### src/rtl/clic_claim_pkg.sv
// clic_claim_pkg -- shared definitions for the CLIC claim engine.
// Holds the scan FSM state encoding, the CLIC interrupt register map
// (per-source word offset and byte lanes) and the per-source address helper.
package clic_claim_pkg;

  typedef enum logic [2:0] {
    ST_IDLE    = 3'd0,
    ST_REQ     = 3'd1,
    ST_WAIT    = 3'd2,
    ST_EVAL    = 3'd3,
    ST_PRESENT = 3'd4,
    ST_CLEAR   = 3'd5,
    ST_CWAIT   = 3'd6
  } state_t;

  // Per-source interrupt words start 4 KiB above the CLIC base.
  localparam logic [31:0] INT_OFFSET = 32'd4096;

  // Byte lanes of a source word: ip, ie, attr, ctl.
  localparam int IP_LSB   = 0;
  localparam int IE_LSB   = 8;
  localparam int ATTR_LSB = 16;
  localparam int CTL_LSB  = 24;

  // attr bit that marks an edge-triggered source (pending must be cleared).
  localparam int ATTR_EDGE_BIT = 1;

  // Byte address of the register word of source idx.
  function automatic logic [31:0] src_addr(input logic [31:0] base, input logic [31:0] idx);
    return base + INT_OFFSET + (idx << 2);
  endfunction

endpackage

### src/rtl/clic_claim.sv
// clic_claim -- scans every CLIC source word over a simple request/ready bus
// when the CLIC signals a pending interrupt, picks the pending+enabled source
// with the highest ctl (lowest index on ties), presents it to the core and,
// for edge-triggered winners, clears its ip byte after the core acknowledges.
// Ports:
//   clk, rst            clock, synchronous active-high reset
//   clic_meip           interrupt pending indication from the CLIC
//   clic_valid/instr/addr/wdata/wstrb   bus request (wstrb 0 = read)
//   clic_rdata/ready    bus response
//   irq_valid/id/level  claimed interrupt towards the core, irq_ack accepts it
//   bus_error           sticky flag, set when any transaction times out
module clic_claim
  import clic_claim_pkg::*;
#(
  parameter int          clic_sources = 7,
  parameter logic [31:0] clic_base    = 32'h0,
  parameter int          clic_timeout = 4
) (
  input  logic                    clk,
  input  logic                    rst,
  input  logic                    clic_meip,
  output logic                    clic_valid,
  output logic                    clic_instr,
  output logic [31:0]             clic_addr,
  output logic [31:0]             clic_wdata,
  output logic [3:0]              clic_wstrb,
  input  logic [31:0]             clic_rdata,
  input  logic                    clic_ready,
  output logic                    irq_valid,
  output logic [clic_sources-1:0] irq_id,
  output logic [7:0]              irq_level,
  input  logic                    irq_ack,
  output logic                    bus_error
);

  localparam logic [clic_sources-1:0] IDX_LAST = {clic_sources{1'b1}};
  localparam logic [clic_sources-1:0] IDX_ONE  = {{(clic_sources-1){1'b0}}, 1'b1};
  localparam logic [clic_timeout-1:0] TMO_MAX  = {clic_timeout{1'b1}};
  localparam logic [clic_timeout-1:0] TMO_ONE  = {{(clic_timeout-1){1'b0}}, 1'b1};

  state_t                  state_r;
  logic [clic_sources-1:0] index_r;
  logic [clic_sources-1:0] best_id_r;
  logic [7:0]              best_level_r;
  logic                    best_edge_r;
  logic                    found_r;
  logic [31:0]             rdata_r;
  logic [clic_timeout-1:0] tmo_r;

  logic                    cand_s;
  logic                    take_s;
  logic                    found_next_s;
  logic [clic_sources-1:0] win_id_s;
  logic [7:0]              win_level_s;
  logic                    win_edge_s;
  logic                    last_s;
  logic                    tmo_done_s;
  logic [31:0]             next_addr_s;
  logic [31:0]             win_addr_s;
  logic                    unused_s;

  // Requests are never instruction fetches.
  assign clic_instr = 1'b0;

  // Lanes of the latched word that the selection does not look at.
  assign unused_s = ^{rdata_r[IE_LSB-1:IP_LSB+1], rdata_r[ATTR_LSB-1:IE_LSB+1],
                      rdata_r[CTL_LSB-1:ATTR_LSB+ATTR_EDGE_BIT+1], rdata_r[ATTR_LSB]};

  // Selection of the running best candidate and next-address arithmetic.
  always_comb begin
    cand_s       = rdata_r[IP_LSB] & rdata_r[IE_LSB];
    // Strict compare keeps the earlier (lower) index on equal ctl.
    take_s       = cand_s & (~found_r | (rdata_r[CTL_LSB +: 8] > best_level_r));
    found_next_s = found_r | take_s;
    if (take_s) begin
      win_id_s    = index_r;
      win_level_s = rdata_r[CTL_LSB +: 8];
      win_edge_s  = rdata_r[ATTR_LSB + ATTR_EDGE_BIT];
    end else begin
      win_id_s    = best_id_r;
      win_level_s = best_level_r;
      win_edge_s  = best_edge_r;
    end
    last_s      = (index_r == IDX_LAST);
    tmo_done_s  = (tmo_r == TMO_MAX);
    next_addr_s = src_addr(clic_base, 32'(index_r + IDX_ONE));
    win_addr_s  = src_addr(clic_base, 32'(best_id_r));
  end

  // Scan/claim/clear state machine with registered bus and core outputs.
  always_ff @(posedge clk) begin
    if (rst) begin
      state_r      <= ST_IDLE;
      index_r      <= '0;
      best_id_r    <= '0;
      best_level_r <= 8'h00;
      best_edge_r  <= 1'b0;
      found_r      <= 1'b0;
      rdata_r      <= 32'h0;
      tmo_r        <= '0;
      clic_valid   <= 1'b0;
      clic_addr    <= 32'h0;
      clic_wdata   <= 32'h0;
      clic_wstrb   <= 4'b0000;
      irq_valid    <= 1'b0;
      irq_id       <= '0;
      irq_level    <= 8'h00;
      bus_error    <= 1'b0;
    end else begin
      case (state_r)
        ST_IDLE: begin
          clic_valid <= 1'b0;
          if (clic_meip) begin
            state_r      <= ST_REQ;
            index_r      <= '0;
            best_id_r    <= '0;
            best_level_r <= 8'h00;
            best_edge_r  <= 1'b0;
            found_r      <= 1'b0;
            clic_valid   <= 1'b1;
            clic_addr    <= src_addr(clic_base, 32'd0);
            clic_wstrb   <= 4'b0000;
            clic_wdata   <= 32'h0;
          end
        end
        ST_REQ: begin
          clic_valid <= 1'b0;
          tmo_r      <= '0;
          state_r    <= ST_WAIT;
        end
        ST_WAIT: begin
          if (clic_ready) begin
            rdata_r <= clic_rdata;
            state_r <= ST_EVAL;
          end else if (tmo_done_s) begin
            // A lost response reads as an idle source.
            rdata_r   <= 32'h0;
            bus_error <= 1'b1;
            state_r   <= ST_EVAL;
          end else begin
            tmo_r <= tmo_r + TMO_ONE;
          end
        end
        ST_EVAL: begin
          best_id_r    <= win_id_s;
          best_level_r <= win_level_s;
          best_edge_r  <= win_edge_s;
          found_r      <= found_next_s;
          if (last_s) begin
            if (found_next_s) begin
              irq_valid <= 1'b1;
              irq_id    <= win_id_s;
              irq_level <= win_level_s;
              state_r   <= ST_PRESENT;
            end else begin
              state_r <= ST_IDLE;
            end
          end else begin
            index_r    <= index_r + IDX_ONE;
            clic_valid <= 1'b1;
            clic_addr  <= next_addr_s;
            clic_wstrb <= 4'b0000;
            state_r    <= ST_REQ;
          end
        end
        ST_PRESENT: begin
          if (irq_ack) begin
            irq_valid <= 1'b0;
            if (best_edge_r) begin
              // Edge-triggered: write zero into the ip byte only.
              clic_valid <= 1'b1;
              clic_addr  <= win_addr_s;
              clic_wstrb <= 4'b0001;
              clic_wdata <= 32'h0;
              state_r    <= ST_CLEAR;
            end else begin
              state_r <= ST_IDLE;
            end
          end
        end
        ST_CLEAR: begin
          clic_valid <= 1'b0;
          clic_wstrb <= 4'b0000;
          tmo_r      <= '0;
          state_r    <= ST_CWAIT;
        end
        ST_CWAIT: begin
          if (clic_ready) begin
            state_r <= ST_IDLE;
          end else if (tmo_done_s) begin
            bus_error <= 1'b1;
            state_r   <= ST_IDLE;
          end else begin
            tmo_r <= tmo_r + TMO_ONE;
          end
        end
        default: begin
          clic_valid <= 1'b0;
          state_r    <= ST_IDLE;
        end
      endcase
    end
  end

endmodule

### config.mk
export PLATFORM = sky130hd
export DESIGN_NAME = clic_claim
export DESIGN_NICKNAME = d
export VERILOG_FILES = /design/src/rtl/clic_claim_pkg.sv /design/src/rtl/clic_claim.sv
export SDC_FILE = /design/constraint.sdc
export NUM_CORES = 1
export LEC_CHECK = 0
export CORE_MARGIN = 8
export CORE_UTILIZATION = 50
export CTS_CLUSTER_DIAMETER = 100
export DETAILED_ROUTE_END_ITERATION = 8
export PLACE_DENSITY = 0.95
export SLEW_MARGIN = 25
export SYNTH_ARGS = -nofsm -noshare
export SYNTH_HDL_FRONTEND = slang
export SYNTH_SLANG_ARGS = --single-unit
### constraint.sdc
create_clock -name clk -period 3.5 [get_ports clk]
set_clock_uncertainty 0.2 [all_clocks]
set_input_delay 0.35 -clock clk [delete_from_list [all_inputs] [get_ports clk]]
set_output_delay 0.35 -clock clk [all_outputs]
set_load 0.01 [all_outputs]
==> flow_metrics.py, run 1 <==
metrics = {
    "setup_path": {
        "cpMaxStageDelayCell": "dfxtp_1",
        "cp.required_ns": 3.60,
        "end_kind": "flip-flop",
        "critical_path_class": "reg2reg",
        "cpMostUsedCell": "nor2_1",
        "path_delay_family": "simple AND/OR/NAND/NOR gates",
        "crit_start": "state_r[1]",
        "r2r_start": "state_r[1]",
        "cp_cell_sequence": "nand2b_1, or2_1, nor3_4, buf_4, nor2_1, nor2_1, o221a_2",
        "critPathMaxStageDelay_ns": 0.73,
        "cp.arrival_ns": 2.80,
        "cp-start-kind": "flip-flop",
        "timing.critical_path.buf_inv": 1,
        "worstPathMaxFanout": 21,
    },
    "cells_and_area": {
        "antennaDiodeCount": 0,
        "layout.nets": 524,
        "post-route-util_pct": 57.5,
        "fill_cells": 654,
        "syn_to_final_growth_pct": 12.3,
        "layout-drive-gt1-share_pct": 6.85,
    },
    "route": {
        "ant_nets": 0,
        "first_pass_iters": 4,
        "avgViaCountPerCell": 5.20,
        "drt_iter0_drc": 196,
        "drt_wl_total_mm": 8.41,
        "vias": 3020,
        "drc_errors": 0,
        "wl_per_cell_um": 14.5,
    },
    "logic_synthesis": {
        "syn_area_mm2": 0.00368,
        "ys.flop_type": "dfxtp_1",
        "ys_types": 48,
        "synth_edf_count": 0,
        "synth_async_sr_flop_share_pct": 0,
        "ys_ff_latch": 70,
        "synth.avg_cell_area_um2": 8.21,
        "synth_seq_area_share_pct": 38.1,
        "synth_cells": 448,
        "synth_warnings": 0,
    },
    "floorplanning": {
        "fp.dieH_um": 102,
        "ios": 124,
        "die_area_mm2": 0.0104,
        "die_x_um": 102,
        "std_cell_rows": 31,
        "coreArea_mm2": 0.00718,
        "start_util_pct": 51.2,
    },
    "global_route": {
        "antenna_found_initial": 0,
        "grtUsageTotal_pct": 16.3,
        "grt_pass1_wl_mm": 13.3,
        "grt_max_degree": 71,
        "grt_pass1_vias": 2835,
        "overflow": 0,
    },
    "power": {
        "clkPwrFrac_pct": 41.6,
        "p_leak_nw": 1.56,
        "p_switching_uw": 470,
        "pwr_density_cell_mw_per_mm2": 443,
        "irDropWorstVdd_mv": 0.327,
        "p_sw_share_pct": 25.7,
        "power_frac_seq_pct": 46.2,
        "internal_power_mw": 1.36,
        "p_comb_share_pct": 12.2,
    },
    "sta": {
        "clock.fmax_mhz": 372,
        "maxSlewHeadroom_pct": 52.2,
        "period_needed_ns": 2.69,
        "rsz0062_at_grt": "false",
        "setup_violations": 0,
        "timing.setup.tns_ns": 0,
        "max_slew.worst_pin.slew_ns": 0.714,
        "finalMaxSlewViolations": 0,
        "min_period_over_period_pct": 76.9,
        "timing.final.hold_violations": 0,
    },
    "run": {
        "maxCapViolCount": 0,
    },
    "clock_tree": {
        "cts_setup_buffers": 0,
        "ctsResizeCount": 0,
        "holdBufCountCts": 0,
        "numCtsBuffers": 9,
        "cts_max_level": 3,
        "clock-sinks": 70,
        "cts_tree": "done",
        "clk_latency_ns": 0.36,
        "clockBufferDepth": 2,
        "clock_tree.root_cell": "clkbuf_8",
        "path_clk_slew_ns": 0.07,
    },
    "place": {
        "dp_hpwl_mm": 5.96,
        "gp_congestion": 0.870,
        "io_buffer_count": 43,
    },
    "min_path": {
        "hp-class": "reg2reg",
        "min_from": "clic_addr[8]",
    },
    "outcome": {
        "status": "complete, no violations",
    },
}
-- worst reg2reg max path, cell delays in order, from the launching register on --
cell      delay (ns)
dfxtp_1         0.73
nand2b_1        0.20
or2_1           0.44
nor3_4          0.44
buf_4           0.30
nor2_1          0.06
nor2_1          0.10
o221a_2         0.18
-- cell usage after synthesis, types with 4 or more instances --
| cell type | number | area (um^2) |
|---|---|---|
| a211oi_1 | 6 | 45.0 |
| a21oi_1 | 37 | 185 |
| a22oi_1 | 14 | 105 |
| buf_2 | 6 | 30.0 |
| buf_4 | 60 | 450 |
| clkbuf_1 | 15 | 56.3 |
| dfxtp_1 | 70 | 1400 |
| ha_1 | 10 | 125 |
| inv_1 | 11 | 41.3 |
| mux2i_1 | 5 | 50.1 |
| nand2_1 | 31 | 116 |
| nand3_1 | 28 | 140 |
| nor2_1 | 73 | 274 |
| nor3_1 | 6 | 30.0 |
| o21a_1 | 6 | 45.0 |
| o21ai_0 | 6 | 30.0 |
| o221a_1 | 5 | 56.3 |
| o221a_2 | 5 | 56.3 |
| xor2_1 | 4 | 35.0 |
-- cell type report --
cell class	instances	area (um^2)	share of cell area, %
clock buffers	13	169	4.09
clock inverters	3	65.1	1.58
inverters	11	41.3	1.00
multi-input cells	340	1890	45.7
flip-flops and latches	70	1400	33.9
well taps	99	124	3.00
repair buffers	45	443	10.7
-- final timing paths --
path	to	slack (ns)	depth (start not counted)
max	irq_level[3]	0.81	7
min	clic_addr[8]	0.26	2
max reg2reg	irq_level[3]	0.81	7
min reg2reg	clic_addr[8]	0.26	2
-- power by group through the flow --
| stage | Combinational, mW | Sequential, mW | Clock [mW] |
|---|---|---|---|
| after floorplan | 0.202 | 0.855 | 0 |
| after global placement | 0.209 | 0.860 | 0 |
| after detailed placement | 0.218 | 0.863 | 0 |
| after CTS | 0.219 | 0.844 | 0.772 |
| after global routing | 0.245 | 0.848 | 0.809 |
| final | 0.223 | 0.845 | 0.762 |
-- placed cells by master, fill, tap and decap left out, types with 10 or more instances in the layout --
master / count
a22oi_1: 14
ha_1: 10
inv_1: 11
nand2_1: 31
nor2_1: 73
clkdlybuf4s50_1: 42
clkbuf_8: 12
conb_1: 59
nand3_1: 28
dfxtp_1: 70
a21oi_1: 37
-- kinds of logic after synthesis --
family	after synthesis	synth area share, %
other	1	0.102
and+or+nand+nor	160	20.0
DFF	70	38.1
AOI/OAI and AO/OA	102	19.5
muxes	5	1.36
buffers and inverters	96	16.5
xor gates and xnor gates	4	0.953
adders and majority gates	10	3.40
-- registers in the layout (all words and copies together), names as in the netlist --
name / count
best_edge_r: 1
irq_level: 8
irq_valid: 1
irq_id: 7
clic_valid: 1
tmo_r: 4
rdata_r: 11
clic_addr: 9
bus_error: 1
best_level_r: 8
index_r: 7
state_r: 3
best_id_r: 7
clic_wstrb: 1
found_r: 1
-- through the flow --
step	cell area (um^2)	cells	power [mW]	setup WS [ns]	hold slack (ns)
final	4130	581	1.83	0.808	0.260
after global routing	4130	581	1.90	0.631	0.291
after CTS	4130	581	1.84	0.860	0.257
after detailed placement	3890	565	1.08	0.883	0.248
after global placement	3890	565	1.07	0.970	0.245
after floorplan	3890	506	1.06	1.25	0.232
-- layer usage --
| metal | share of wire, % | wire length, um | global-route usage [%] |
|---|---|---|---|
| met1 | 41 | 3450 | 18.5 |
| met2 | 50 | 4190 | 27.5 |
| met3 | 7.4 | 622 | 4.67 |
| met4 | 1.7 | 143 | 7.79 |
| met5 | 0 | 0 | 0 |
No activity file was read; power rests on OpenSTA's default activity.
==> run 2, diff against run 1 <==
- CORE_UTILIZATION: 50 -> 42
- PLACE_DENSITY: 0.95 -> 0.89
- clock period: 3.5 -> 2.4 ns (I/O delays scaled with it)
==> run 2 against run 1 <==
Critical path type unchanged. Cell area grew 3.8%. Worst setup slack got worse by 0.66 ns. Maximum frequency increased by 20%. Register-to-register slack got worse by 0.66 ns. Clock power grew 42%. Highest routed layer unchanged. Hold slack worse by 0.17 ns. First-iteration DRC count increased by 8.2%. Sequential cell count did not move. Sequential power up 44%. Combinational power grew 61%. Critical endpoint is now irq_id[0].
==> flow_metrics.py, run 2 (same netlist as run 1, synthesis figures left out) <==
metrics = {
    "clock_tree": {
        "holdBufCountCts": 0,
        "clock_tree.root_cell": "clkbuf_8",
        "clk_latency_ns": 0.34,
        "numCtsBuffers": 9,
        "clockBufferDepth": 2,
        "path_clk_slew_ns": 0.07,
        "clock-sinks": 70,
        "cts_max_level": 3,
        "cts_tree": "done",
    },
    "route": {
        "drc_errors": 0,
        "vias": 3181,
        "wl_per_cell_um": 14.5,
        "avgViaCountPerCell": 5.25,
        "first_pass_iters": 4,
        "drt_wl_total_mm": 8.80,
        "ant_nets": 0,
        "drt_iter0_drc": 212,
    },
    "power": {
        "p_leak_nw": 1.64,
        "pwr_density_cell_mw_per_mm2": 619,
        "irDropWorstVdd_mv": 0.557,
    },
    "place": {
        "place_area_mm2": 0.00403,
        "io_buffer_count": 43,
        "dp_cells": 589,
        "dp_hpwl_mm": 6.46,
        "gp_congestion": 0.856,
    },
    "setup_path": {
        "cp_cell_sequence": "nand2b_1, or2_2, nor3_4, buf_4, nor2_1, nor2_1, o221a_1",
        "cp-start-kind": "flip-flop",
        "end_kind": "flip-flop",
        "critPathMaxStageDelay_ns": 0.50,
        "cpMostUsedCell": "nor2_1",
        "cp.required_ns": 2.49,
        "critical_path_class": "reg2reg",
        "worstPathMaxFanout": 12,
        "cpMaxStageDelayCell": "dfxtp_1",
        "cp.arrival_ns": 2.34,
    },
    "run": {
        "maxCapViolCount": 0,
    },
    "floorplanning": {
        "die_area_mm2": 0.0120,
        "start_util_pct": 42.8,
        "die_x_um": 110,
        "fp.dieH_um": 110,
        "std_cell_rows": 34,
        "ios": 124,
        "coreArea_mm2": 0.00859,
    },
    "cells_and_area": {
        "finalNonFillerCells": 606,
        "layout-drive-gt1-share_pct": 10.4,
        "fill_cells": 814,
        "mostFrequentLayoutCells": "73 x nor2_1, 70 x dfxtp_1, 59 x conb_1",
        "largest_register_ffs": 11,
        "final_common_cell": "nor2_1",
        "syn_to_final_growth_pct": 16.6,
        "reg_top3": "rdata_r x11, clic_addr x9",
        "layout.nets": 540,
        "max_flop_register": "rdata_r",
        "fin_area_mm2": 0.00429,
        "antennaDiodeCount": 0,
    },
    "global_route": {
        "grt_pass1_vias": 3017,
        "antenna_found_initial": 0,
        "grt_max_degree": 30,
        "grt_pass1_wl_mm": 13.9,
        "grtUsageTotal_pct": 14.3,
        "overflow": 0,
    },
    "min_path": {
        "hp-class": "in2reg",
    },
    "sta": {
        "clock.fmax_mhz": 445,
        "finalMaxSlewViolations": 0,
        "rsz0062_at_grt": "false",
        "timing.setup.tns_ns": 0,
        "setup_violations": 0,
        "timing.final.hold_violations": 0,
        "min_period_over_period_pct": 93.7,
        "timing.hold.ws_ns": 0.0855,
        "period_needed_ns": 2.25,
    },
    "outcome": {
        "status": "complete, no violations",
    },
}
## run 2: cell types whose count changed in the layout (fill, tap and decap cells not counted), sizes merged
cell | previous run | this run
buf | 3 | 19
clkbuf | 13 | 11
clkinv | 1 | 2
clkinvlp | 0 | 1
## run 2: final timing paths
check	from	to	slack (ns)	cells after the start
min	rst	clic_addr[12]	0.09	2
max reg2reg	state_r[1]	irq_id[0]	0.15	7
min reg2reg	clic_addr[12]	clic_addr[12]	0.27	2
max	state_r[1]	irq_id[0]	0.15	7
## run 2: layout make-up
cell class	count	area, um^2	share of cell area, %
Clock inverter	5	81.3	1.90
Clock buffer	11	151	3.53
Multi-Input combinational cell	340	1890	44.1
Sequential cell	70	1400	32.7
Tap cell	108	135	3.15
Timing Repair Buffer	61	586	13.7
Inverter	11	41.3	0.963
## run 2: worst max-delay path, delay by kind of cell (launching register included)
kind | cells | cell delay [ns]
and+or+nand+nor | 5 | 1.07
AOI/OAI and AO/OA | 1 | 0.16
buffers and inverters | 1 | 0.25
DFF | 1 | 0.50
## run 2: per-stage QoR
step	setup WS, ns	power [mW]	util, %
after floorplan	0.154	1.54	-
after global placement	0.168	1.58	46.9
after detailed placement	0.0528	1.60	46.9
after CTS	0.0182	2.67	49.6
after global routing	0.0174	2.77	49.9
final	0.151	2.65	49.9
## run 2: routing by layer
metal | global-route usage (%) | vias up | wire, um
met5 | 0 | - | 0
met4 | 5.01 | 0 | 105
met3 | 4.92 | 13 | 789
met2 | 26.1 | 127 | 4480
met1 | 15.0 | 1508 | 3420
li1 | - | 1533 | -
## run 2: repair_timing
| action | in CTS | in global routing |
|---|---|---|
| resized for setup | 0 | 2 |
| setup buffers | 0 | 1 |
| hold endpoints to repair | 0 | 0 |
| setup endpoints to repair | 0 | 19 |
## run 2: report_power, final
group / total [mW] / switching [mW] / internal (mW)
logic: 0.358 / 0.220 / 0.138
registers: 1.22 / 0.0263 / 1.19
clock network: 1.08 / 0.436 / 0.641
total: 2.65 / 0.682 / 1.97
